`src/rtl/asc2dec_parser_if.sv`:
```
// Byte-stream input and parsed-operand output bundle for asc2dec_parser.
// The slave modport faces the parser; the master modport faces the UART/sequencer side.
interface asc2dec_parser_if #(
    parameter int DATA_W = 16
);
    logic              rx_valid;
    logic [7:0]        rx_data;
    logic [DATA_W-1:0] num_o;
    logic [7:0]        term_o;
    logic              num_valid;
    logic              ovf_o;
    logic              err_o;
    logic              busy;

    modport slave (
        input  rx_valid, rx_data,
        output num_o, term_o, num_valid, ovf_o, err_o, busy
    );

    modport master (
        output rx_valid, rx_data,
        input  num_o, term_o, num_valid, ovf_o, err_o, busy
    );
endinterface

```
`src/rtl/asc2dec_parser.sv`:
```
// ASCII decimal operand parser: accumulates digits into an unsigned value and
// emits it with its terminator byte; malformed input produces an error pulse.
module asc2dec_parser #(
    parameter int DATA_W     = 16,
    parameter int MAX_DIGITS = 5
) (
    input  logic              clk,
    input  logic              rst_n,
    asc2dec_parser_if.slave   bus
);
    localparam int CW  = $clog2(MAX_DIGITS + 2);
    localparam int T_W = DATA_W + 4;

    typedef enum logic {IDLE, ACCUM} state_e;

    state_e            state_q, state_d;
    logic [DATA_W-1:0] acc_q, acc_d;
    logic [CW-1:0]     cnt_q, cnt_d;
    logic              ovfs_q, ovfs_d;
    logic [DATA_W-1:0] num_q, num_d;
    logic [7:0]        term_q, term_d;
    logic              ovf_q, ovf_d;
    logic              nv_q, nv_d;
    logic              err_q, err_d;

    logic              is_digit, is_term, is_space;
    logic [3:0]        dig;
    logic [T_W-1:0]    t;

    assign dig      = bus.rx_data[3:0];
    assign is_digit = (bus.rx_data >= 8'h30) && (bus.rx_data <= 8'h39);
    assign is_space = (bus.rx_data == 8'h20);
    assign is_term  = (bus.rx_data == 8'h2B) || (bus.rx_data == 8'h2D) ||
                      (bus.rx_data == 8'h2A) || (bus.rx_data == 8'h2F) ||
                      (bus.rx_data == 8'h3D) || (bus.rx_data == 8'h0D);
    // Four spare bits hold acc*10+9 without wrap for any DATA_W.
    assign t = {4'b0, acc_q} * T_W'(10) + {{DATA_W{1'b0}}, dig};

    always_comb begin
        state_d = state_q;
        acc_d   = acc_q;
        cnt_d   = cnt_q;
        ovfs_d  = ovfs_q;
        num_d   = num_q;
        term_d  = term_q;
        ovf_d   = ovf_q;
        nv_d    = 1'b0;
        err_d   = 1'b0;
        if (bus.rx_valid) begin
            case (state_q)
                IDLE: begin
                    if (is_digit) begin
                        acc_d   = {{(DATA_W-4){1'b0}}, dig};
                        cnt_d   = CW'(1);
                        ovfs_d  = 1'b0;
                        state_d = ACCUM;
                    end else if (!is_space) begin
                        err_d = 1'b1;
                    end
                end
                ACCUM: begin
                    if (is_digit) begin
                        if (cnt_q != CW'(MAX_DIGITS + 1))
                            cnt_d = cnt_q + 1'b1;
                        // Too many digits, or already saturated: value is frozen.
                        if (cnt_q >= CW'(MAX_DIGITS) || ovfs_q) begin
                            ovfs_d = 1'b1;
                        end else if (t[T_W-1:DATA_W] != 4'b0) begin
                            acc_d  = {DATA_W{1'b1}};
                            ovfs_d = 1'b1;
                        end else begin
                            acc_d = t[DATA_W-1:0];
                        end
                    end else if (is_term) begin
                        num_d   = acc_q;
                        term_d  = bus.rx_data;
                        ovf_d   = ovfs_q;
                        nv_d    = 1'b1;
                        acc_d   = '0;
                        cnt_d   = '0;
                        state_d = IDLE;
                    end else begin
                        err_d   = 1'b1;
                        acc_d   = '0;
                        cnt_d   = '0;
                        state_d = IDLE;
                    end
                end
                default: state_d = IDLE;
            endcase
        end
    end

    always_ff @(posedge clk) begin
        if (!rst_n) begin
            state_q <= IDLE;
            acc_q   <= '0;
            cnt_q   <= '0;
            ovfs_q  <= 1'b0;
            num_q   <= '0;
            term_q  <= '0;
            ovf_q   <= 1'b0;
            nv_q    <= 1'b0;
            err_q   <= 1'b0;
        end else begin
            state_q <= state_d;
            acc_q   <= acc_d;
            cnt_q   <= cnt_d;
            ovfs_q  <= ovfs_d;
            num_q   <= num_d;
            term_q  <= term_d;
            ovf_q   <= ovf_d;
            nv_q    <= nv_d;
            err_q   <= err_d;
        end
    end

    assign bus.num_o     = num_q;
    assign bus.term_o    = term_q;
    assign bus.ovf_o     = ovf_q;
    assign bus.num_valid = nv_q;
    assign bus.err_o     = err_q;
    assign bus.busy      = (state_q == ACCUM);
endmodule

```
`src/flat_wrapper.sv`:
```
// flat-port wrapper written by rule: the top's interface ports become plain ports
module asc2dec_parser_flat 
#(
    parameter int DATA_W     = 16,
    parameter int MAX_DIGITS = 5
)
  (clk, rst_n, bus_rx_valid, bus_rx_data, bus_num_o, bus_term_o, bus_num_valid, bus_ovf_o, bus_err_o, bus_busy);
  asc2dec_parser_if #(.DATA_W(DATA_W)) bus_i ();
  input  logic clk;
  input  logic rst_n;
  input wire logic [$bits(bus_i.rx_valid)-1:0] bus_rx_valid;
  input wire logic [$bits(bus_i.rx_data)-1:0] bus_rx_data;
  output wire logic [$bits(bus_i.num_o)-1:0] bus_num_o;
  output wire logic [$bits(bus_i.term_o)-1:0] bus_term_o;
  output wire logic [$bits(bus_i.num_valid)-1:0] bus_num_valid;
  output wire logic [$bits(bus_i.ovf_o)-1:0] bus_ovf_o;
  output wire logic [$bits(bus_i.err_o)-1:0] bus_err_o;
  output wire logic [$bits(bus_i.busy)-1:0] bus_busy;
  assign bus_i.rx_valid = bus_rx_valid;
  assign bus_i.rx_data = bus_rx_data;
  assign bus_num_o = bus_i.num_o;
  assign bus_term_o = bus_i.term_o;
  assign bus_num_valid = bus_i.num_valid;
  assign bus_ovf_o = bus_i.ovf_o;
  assign bus_err_o = bus_i.err_o;
  assign bus_busy = bus_i.busy;
  asc2dec_parser #(.DATA_W(DATA_W), .MAX_DIGITS(MAX_DIGITS)) u_core (.clk(clk), .rst_n(rst_n), .bus(bus_i));
endmodule
```
`config.mk`:
```
export PLATFORM = sky130hd
export DESIGN_NAME = asc2dec_parser_flat
export DESIGN_NICKNAME = d
export VERILOG_FILES = /design/src/rtl/asc2dec_parser_if.sv /design/src/rtl/asc2dec_parser.sv /design/src/flat_wrapper.sv
export SDC_FILE = /design/constraint.sdc
export NUM_CORES = 1
export LEC_CHECK = 0
export BUFFER_PORTS_ARGS = -buffer_cell sky130_fd_sc_hd__buf_4
export CAP_MARGIN = 20
export CORE_MARGIN = 10
export CORE_UTILIZATION = 40
export DETAILED_ROUTE_END_ITERATION = 7
export GPL_TIMING_DRIVEN = 1
export SYNTH_ARGS = -nofsm -noshare
export SYNTH_HDL_FRONTEND = slang
export SYNTH_SLANG_ARGS = --single-unit
```
`constraint.sdc`:
```
create_clock -name clk -period 5.4 [get_ports clk]
set_clock_uncertainty 0.1 [all_clocks]
set_input_delay 1.08 -clock clk [delete_from_list [all_inputs] [get_ports clk]]
set_output_delay 1.08 -clock clk [all_outputs]
set_load 0.005 [all_outputs]
```
**Word-level counts from Yosys, hierarchy flattened**

Cells that the tools add are included.

- Magnitude comparators: 3
- $add $sub $neg: 2
- Reduce and logical (&&, ||, !) cells: 14
- Bitwise operators: 4
- Multiplexer cells: 21
- Multipliers: 1
- Equality and inequality tests: 13

Operators with widths:

| operator | number |
|---|---|
| 16-bit two-way mux | 4 |
| 8-bit by 6-bit equality test with 1-bit output, second input constant | 6 |
| 16-bit case mux with 2 select lines | 1 |
| 20-bit by 4-bit adder with 20-bit output | 1 |
| 16-bit by 3-bit multiplier with 19-bit output, second input constant | 1 |
| 3-bit inequality test, second input constant | 4 |
| 1-bit two-way mux | 10 |
| 3-bit two-way mux | 3 |
| 8-bit by 4-bit equality test with 1-bit output, second input constant | 1 |
| 8-bit by 6-bit >= comparator with 1-bit output, second input constant | 1 |
| 8-bit by 6-bit <= comparator with 1-bit output, second input constant | 1 |
| 4-bit AND reduction | 2 |
| 1-bit logical OR | 6 |
| 3-bit case mux with 2 select lines | 1 |
| 3-bit AND reduction | 2 |
| 1-bit NOT | 4 |
| 1-bit case mux with 2 select lines | 2 |
| 4-bit nonzero test | 1 |
| 4-bit OR reduction | 1 |
| 3-bit by 1-bit adder with 3-bit output, second input constant | 1 |
| 3-bit >= comparator, second input constant | 1 |
| 2-bit by 1-bit inequality test with 1-bit output, second input constant | 1 |
| 2-bit inequality test, second input constant | 1 |
| 2-bit AND reduction | 1 |
| 1-bit logical AND | 1 |

- Input port bits: 11
- Register bits after elaboration: 48
- Output and inout port bits: 28
- Logic and storage cells: 67

**Longest topological paths before layout**

- Word-level depth: 9
- Gate-level depth with buffers: 14
- Mapped depth without buffers: 13

**Worst setup path before layout**

OpenSTA, ideal clock, no wires.

- Path kind: input to register
- Start: input bus_rx_data[1]
- End: register u_core.acc_q[12]
- Data arrival time: 3.658 ns
- Required time: 5.178 ns
- Path buffers: 1
- Slack: 1.520 ns
- Setup time: 0.122 ns
- Cell stages on the path: 13
- Cells stage by stage: ha_1 -> inv_1 -> fa_1 -> nor2b_1 -> o21ai_0 -> nor3_1 -> nand3_1 -> nand4bb_1 -> nor3_2 -> a31oi_2 -> o31a_1 -> buf_6 -> a221o_1

- Cells in the longest elaborated chain, start to end: 6
- Elaborated cells on any way between the ends: 12
- Classes of those cells: add/sub (1); order compare (2); eq/ne (2); mux (4); reduce/logical (3)

RTL lines:

| item | line | text |
|---|---|---|
| start, declared | flat_wrapper.sv:12 | `input wire logic [$bits(bus_i.rx_data)-1:0] bus_rx_data;` |
| 20-bit by 4-bit adder with 20-bit output | asc2dec_parser.sv:37 | `assign t = {4'b0, acc_q} * T_W'(10) + {{DATA_W{1'b0}}, dig};` |
| 4-bit nonzero test | asc2dec_parser.sv:68 | `end else if (t[T_W-1:DATA_W] != 4'b0) begin` |
| 16-bit two-way mux | asc2dec_parser.sv:68 |  |
| 16-bit two-way mux | asc2dec_parser.sv:66 | `if (cnt_q >= CW'(MAX_DIGITS) \|\| ovfs_q) begin` |
| 16-bit two-way mux | asc2dec_parser.sv:62 | `if (is_digit) begin` |
| 16-bit case mux with 2 select lines | asc2dec_parser.sv:50 | `case (state_q)` |
| end signal, assigned | asc2dec_parser.sv:97 | `acc_q <= '0;` |
| end signal, assigned | asc2dec_parser.sv:107 | `acc_q <= acc_d;` |
| end, declared | asc2dec_parser.sv:17 | `logic [DATA_W-1:0] acc_q, acc_d;` |

Several ways; a longest one is shown, not always the timed one. The select of a mux whose other input is x is not followed.
A chain may end at the register's enable or synchronous reset.

**Worst setup path in the final report**

- Start: register u_core.acc_q[2]
- End: register u_core.acc_q[4]

- Cells in the longest elaborated chain, start to end: 7

RTL lines:

| item | line |
|---|---|
| 16-bit by 3-bit multiplier with 19-bit output (*) | asc2dec_parser.sv:37 |
| 20-bit by 4-bit adder with 20-bit output (*) | asc2dec_parser.sv:37 |
| 4-bit nonzero test | asc2dec_parser.sv:68 |
| 16-bit two-way mux (*) | asc2dec_parser.sv:68 |
| 16-bit two-way mux (*) | asc2dec_parser.sv:66 |
| 16-bit two-way mux (*) | asc2dec_parser.sv:62 |
| 16-bit case mux with 2 select lines (*) | asc2dec_parser.sv:50 |

Every way passes the cells marked *; elsewhere a longest branch is shown, timed or not. The select of a mux whose other input is x is not followed.

==> impl_metrics.csv <==
group,metric,value,unit
placement,placement.io_buffers,38,
worst_setup_path,worst_ep_arrival_time,4.42,ns
pwr,intPower,475,uW
layout,seq_area,961,um^2
clock_tree,cts.clk_slew.worst_paths,0.09,ns
hold_path,hold_path_depth,2,
worst_setup_path,critical-path-slowest-cell,"o31a_1",
routing,postRouteAntennaNets,0,
routing,detail_route.drc_violations,0,
timing,layout_worst_path_cycle_share,79.3,%
pwr,report.power.total,620,uW
routing,initialDrtViolationCount,189,
grt,grt_max_degree,36,
timing,finalWorstSetupSlack,1.12,ns
yosys,yosys-top-cells-area,"dfxtp_1 (28%), ha_1 (13%), nand2_1 (7.7%), a21boi_0 (5.6%), xnor2_1 (4.1%)",
worst_setup_path,critPathLaunchType,"flop",
worst_setup_path,timing.reg2reg.worst_path_depth,13,
grt,overflow,0,
clock_tree,clock_tree_from_tritoncts,"yes",
grt,grt_first_pass_wirelength,13800,um
floorplanning,core_region_area,8220,um^2
grt,fraction_of_met1_tracks_used_by_global_routing,17.4,%
worst_setup_path,worst_path_largest_cell_delay,0.47,ns
grt,groute.layer.met2.usage,20.0,%
clock_tree,cts_post_setup_buffers_inserted,0,
pwr,p_leak,0.00161,uW
pwr,power_frac_clock,37.1,%
hold_path,worst_hold_startpoint,"u_core.bus.num_o[15]$_SDFFE_PN0P_",
timing,period_minus_slack,4.28,ns
pwr,pwr_density_cell,162,nW/um^2
grt,track_usage,12.6,%
yosys,synth_cell_types,60,
routing,wl_per_cell,15.5,um
clock_tree,clk-insertion-delay-late,0.30,ns
layout,layout_commonest_cell,"nand2_1",
worst_setup_path,reg_to_reg_startpoint,"u_core.acc_q[2]$_SDFFE_PN0P_",
timing,timing.max_slew.rel_slack,40.8,%
worst_setup_path,critPathKind,"reg2reg",
yosys,netlist.top_cell.by_area,"dfxtp_1",
yosys,yosys_most_used_dff,"dfxtp_1",
layout,num-fill-cells,797,
worst_setup_path,reg2reg_to,"u_core.acc_q[4]$_SDFFE_PN0P_",
hold_path,worst_hold_path_type,"reg2reg",
worst_setup_path,endpoint_kind,"flop",
floorplanning,chipWidth,112,um
yosys,synthArstFlopShare,0,%
layout,multiInputGateArea,2290,um^2
floorplanning,die_h,112,um
clock_tree,clock_path_buffers,2,
routing,viasPerCell,5.60,
placement,final_replace_weighted_congestion,0.793,
yosys,netlist_area,3380,um^2
layout,drive_gt1_share,12.4,%
placement,placement.setup.worst_slack,0.944,ns
clock_tree,clk_root_buffer_cell,"clkbuf_8",
pwr,net-switching-power,145,uW
layout,antenna-diode-count,0,
layout,design.final.nets,475,
yosys,postSynthCellCount,401,
pwr,proportion_of_power_drawn_by_combinational_gates,5.3,%
worst_setup_path,ff2ff_setup_slack,1.12,ns
timing,grt_setup_unrepaired,"no",
yosys,yosysWarnings,0,
floorplanning,pin_count,39,
yosys,post_syn_area_per_cell,8.42,um^2
timing,finalHoldViolations,0,
clock_tree,cts_repair_resize_count,0,
yosys,seq_area_frac_synth,28.4,%
routing,dr.pass1.iters,4,
worst_setup_path,crit_path_frequent_cell,"ha_1",
pwr,ir_drop,91.3,uV
placement,post-dp-hpwl,6310,um
status,run_status,"complete, no violations",
floorplanning,design.die.area,12500,um^2
clock_tree,cts-buffers-inserted,5,
clock_tree,ctsHoldBuffers,0,
grt,via_count_of_the_first_global_routing_pass,2835,
pwr,seq_power_share,57.5,%
clock_tree,clkSinkCount,48,
routing,wl,8250,um
yosys,synth_seq_cells,48,
routing,vias,2990,
worst_setup_path,timing.critical_path.cells,"ha_1 -> ha_1 -> inv_1 -> fa_1 -> nand2b_1 -> a211oi_2 -> o2111ai_1 -> a221oi_1 -> a211oi_1 -> o311a_1 -> a31oi_2 -> o31a_1 -> a221o_1",
timing,drv_slew,0,
timing,finalSetupViolations,0,
floorplanning,start_util,41.1,%
floorplanning,floorplan.rows,33,
grt,antenna_found_initial,0,
grt,grtUsageMet3,1.93,%
worst_setup_path,wp_buf_inv,1,
worst_setup_path,critical_path_peak_fanout,12,
yosys,synth_edf_count,0,
timing,tns,0,ns
pwr,swShare,23.4,%
flow_run,maxCapViolations,0,
timing,max_freq,234,MHz
grt,grt_busiest_layer,"met2",
worst_setup_path,critical_path.top_delay_family,"compound AO/OA/AOI/OAI gates",
timing,slew_at_the_pin_with_the_worst_max_slew_slack,0.886,ns
yosys,syn_nets,448,
layout,synthToLayoutAreaGrowth,12.9,%
clock_tree,ctsHtreeMaxLevel,2,
worst_setup_path,critPathRequiredTime,5.54,ns
yosys,synth_top_cell_area_share,28.4,%
layout,layout_common_cells,"nand2_1 (69), dfxtp_1 (48), buf_4 (38), ha_1 (34), a21boi_0 (25)",
hold_path,hold_end,"u_core.bus.num_o[15]$_SDFFE_PN0P_",
metrics by stage:
stage | area [um^2] | utilization (%) | hold WS (ns) | instances
final | 3810 | 46.4 | 0.365 | 534
after global routing | 3810 | 46.4 | 0.389 | 534
after CTS | 3810 | 46.4 | 0.371 | 534
after detailed placement | 3720 | 45.3 | 0.355 | 526
after global placement | 3720 | 45.3 | 0.352 | 526
after floorplan | 3380 | - | 0.349 | 401
state kept, by name, summed over array words and instances, names as in the netlist:
name                  count
u_core.bus.busy           1
u_core.bus.num_valid      1
u_core.bus.err_o          1
u_core.bus.term_o         8
u_core.ovfs_q             1
u_core.acc_q             16
u_core.cnt_q              3
u_core.bus.ovf_o          1
u_core.bus.num_o         16
metal layers:
| metal | vias to the layer above | part of all wire (%) |
|---|---|---|
| li1 | 1526 | - |
| met2 | 58 | 45 |
| met1 | 1400 | 50 |
| met5 | - | 0 |
| met3 | 6 | 3.8 |
| met4 | 0 | 0.79 |
cell usage after synthesis, drive strengths merged (4+ instances only):
library cell  number
a211oi             4
a21boi            27
a21o               4
a21oi             19
a221o             11
clkbuf            15
dfxtp             48
ha                34
inv               13
nand2             69
nand2b             6
nand3              5
nor2              22
nor3              10
nor4               5
o211ai             6
o21a               7
o21ai             13
xnor2             16
xor2               9
worst reg2reg max path, stage by stage (launching register included):
cell and delay, ns:
dfxtp_1 0.46, ha_1 0.23, ha_1 0.18, inv_1 0.06, fa_1 0.42, nand2b_1 0.20, a211oi_2 0.39, o2111ai_1 0.31
a221oi_1 0.37, a211oi_1 0.15, o311a_1 0.41, a31oi_2 0.27, o31a_1 0.48, a221o_1 0.20
layout make-up:
type	instances	share of cell area (%)
Clock inverter	2	0.361
Clock buffer	6	2.16
Sequential cell	48	25.2
Multi-Input combinational cell	322	60.1
Tap cell	105	3.44
Timing Repair Buffer	38	7.48
Inverter	13	1.28
worst max path at each step:
stage | end | cells past startpoint | from
floorplan | u_core.acc_q[12]$_SDFFE_PN0P_ | 13 | bus_rx_data[1]
global placement | u_core.acc_q[11]$_SDFFE_PN0P_ | 13 | bus_rx_data[1]
detailed placement | u_core.acc_q[14]$_SDFFE_PN0P_ | 13 | bus_rx_data[1]
CTS | u_core.acc_q[4]$_SDFFE_PN0P_ | 13 | u_core.acc_q[2]$_SDFFE_PN0P_
global route | u_core.acc_q[4]$_SDFFE_PN0P_ | 11 | u_core.acc_q[7]$_SDFFE_PN0P_
finish | u_core.acc_q[4]$_SDFFE_PN0P_ | 13 | u_core.acc_q[2]$_SDFFE_PN0P_
kinds of logic after synthesis:
family,Yosys count,share of synthesized area (%)
simple gates,140,19.9
compound gates,118,26.8
flops,48,28.4
fa+ha+maj,36,13.8
buf+inv,31,3.70
xor+xnor,25,6.48
mux,3,0.889
power by group through the flow:
stage	Combinational [uW]	Sequential, uW	Clock, uW
after floorplan	18.4	364	0
after global placement	32.8	365	0
after detailed placement	33.0	365	0
after CTS	33.2	357	237
after global routing	36.8	357	249
final	33.1	356	230
Power figures use the tool's default switching activity.
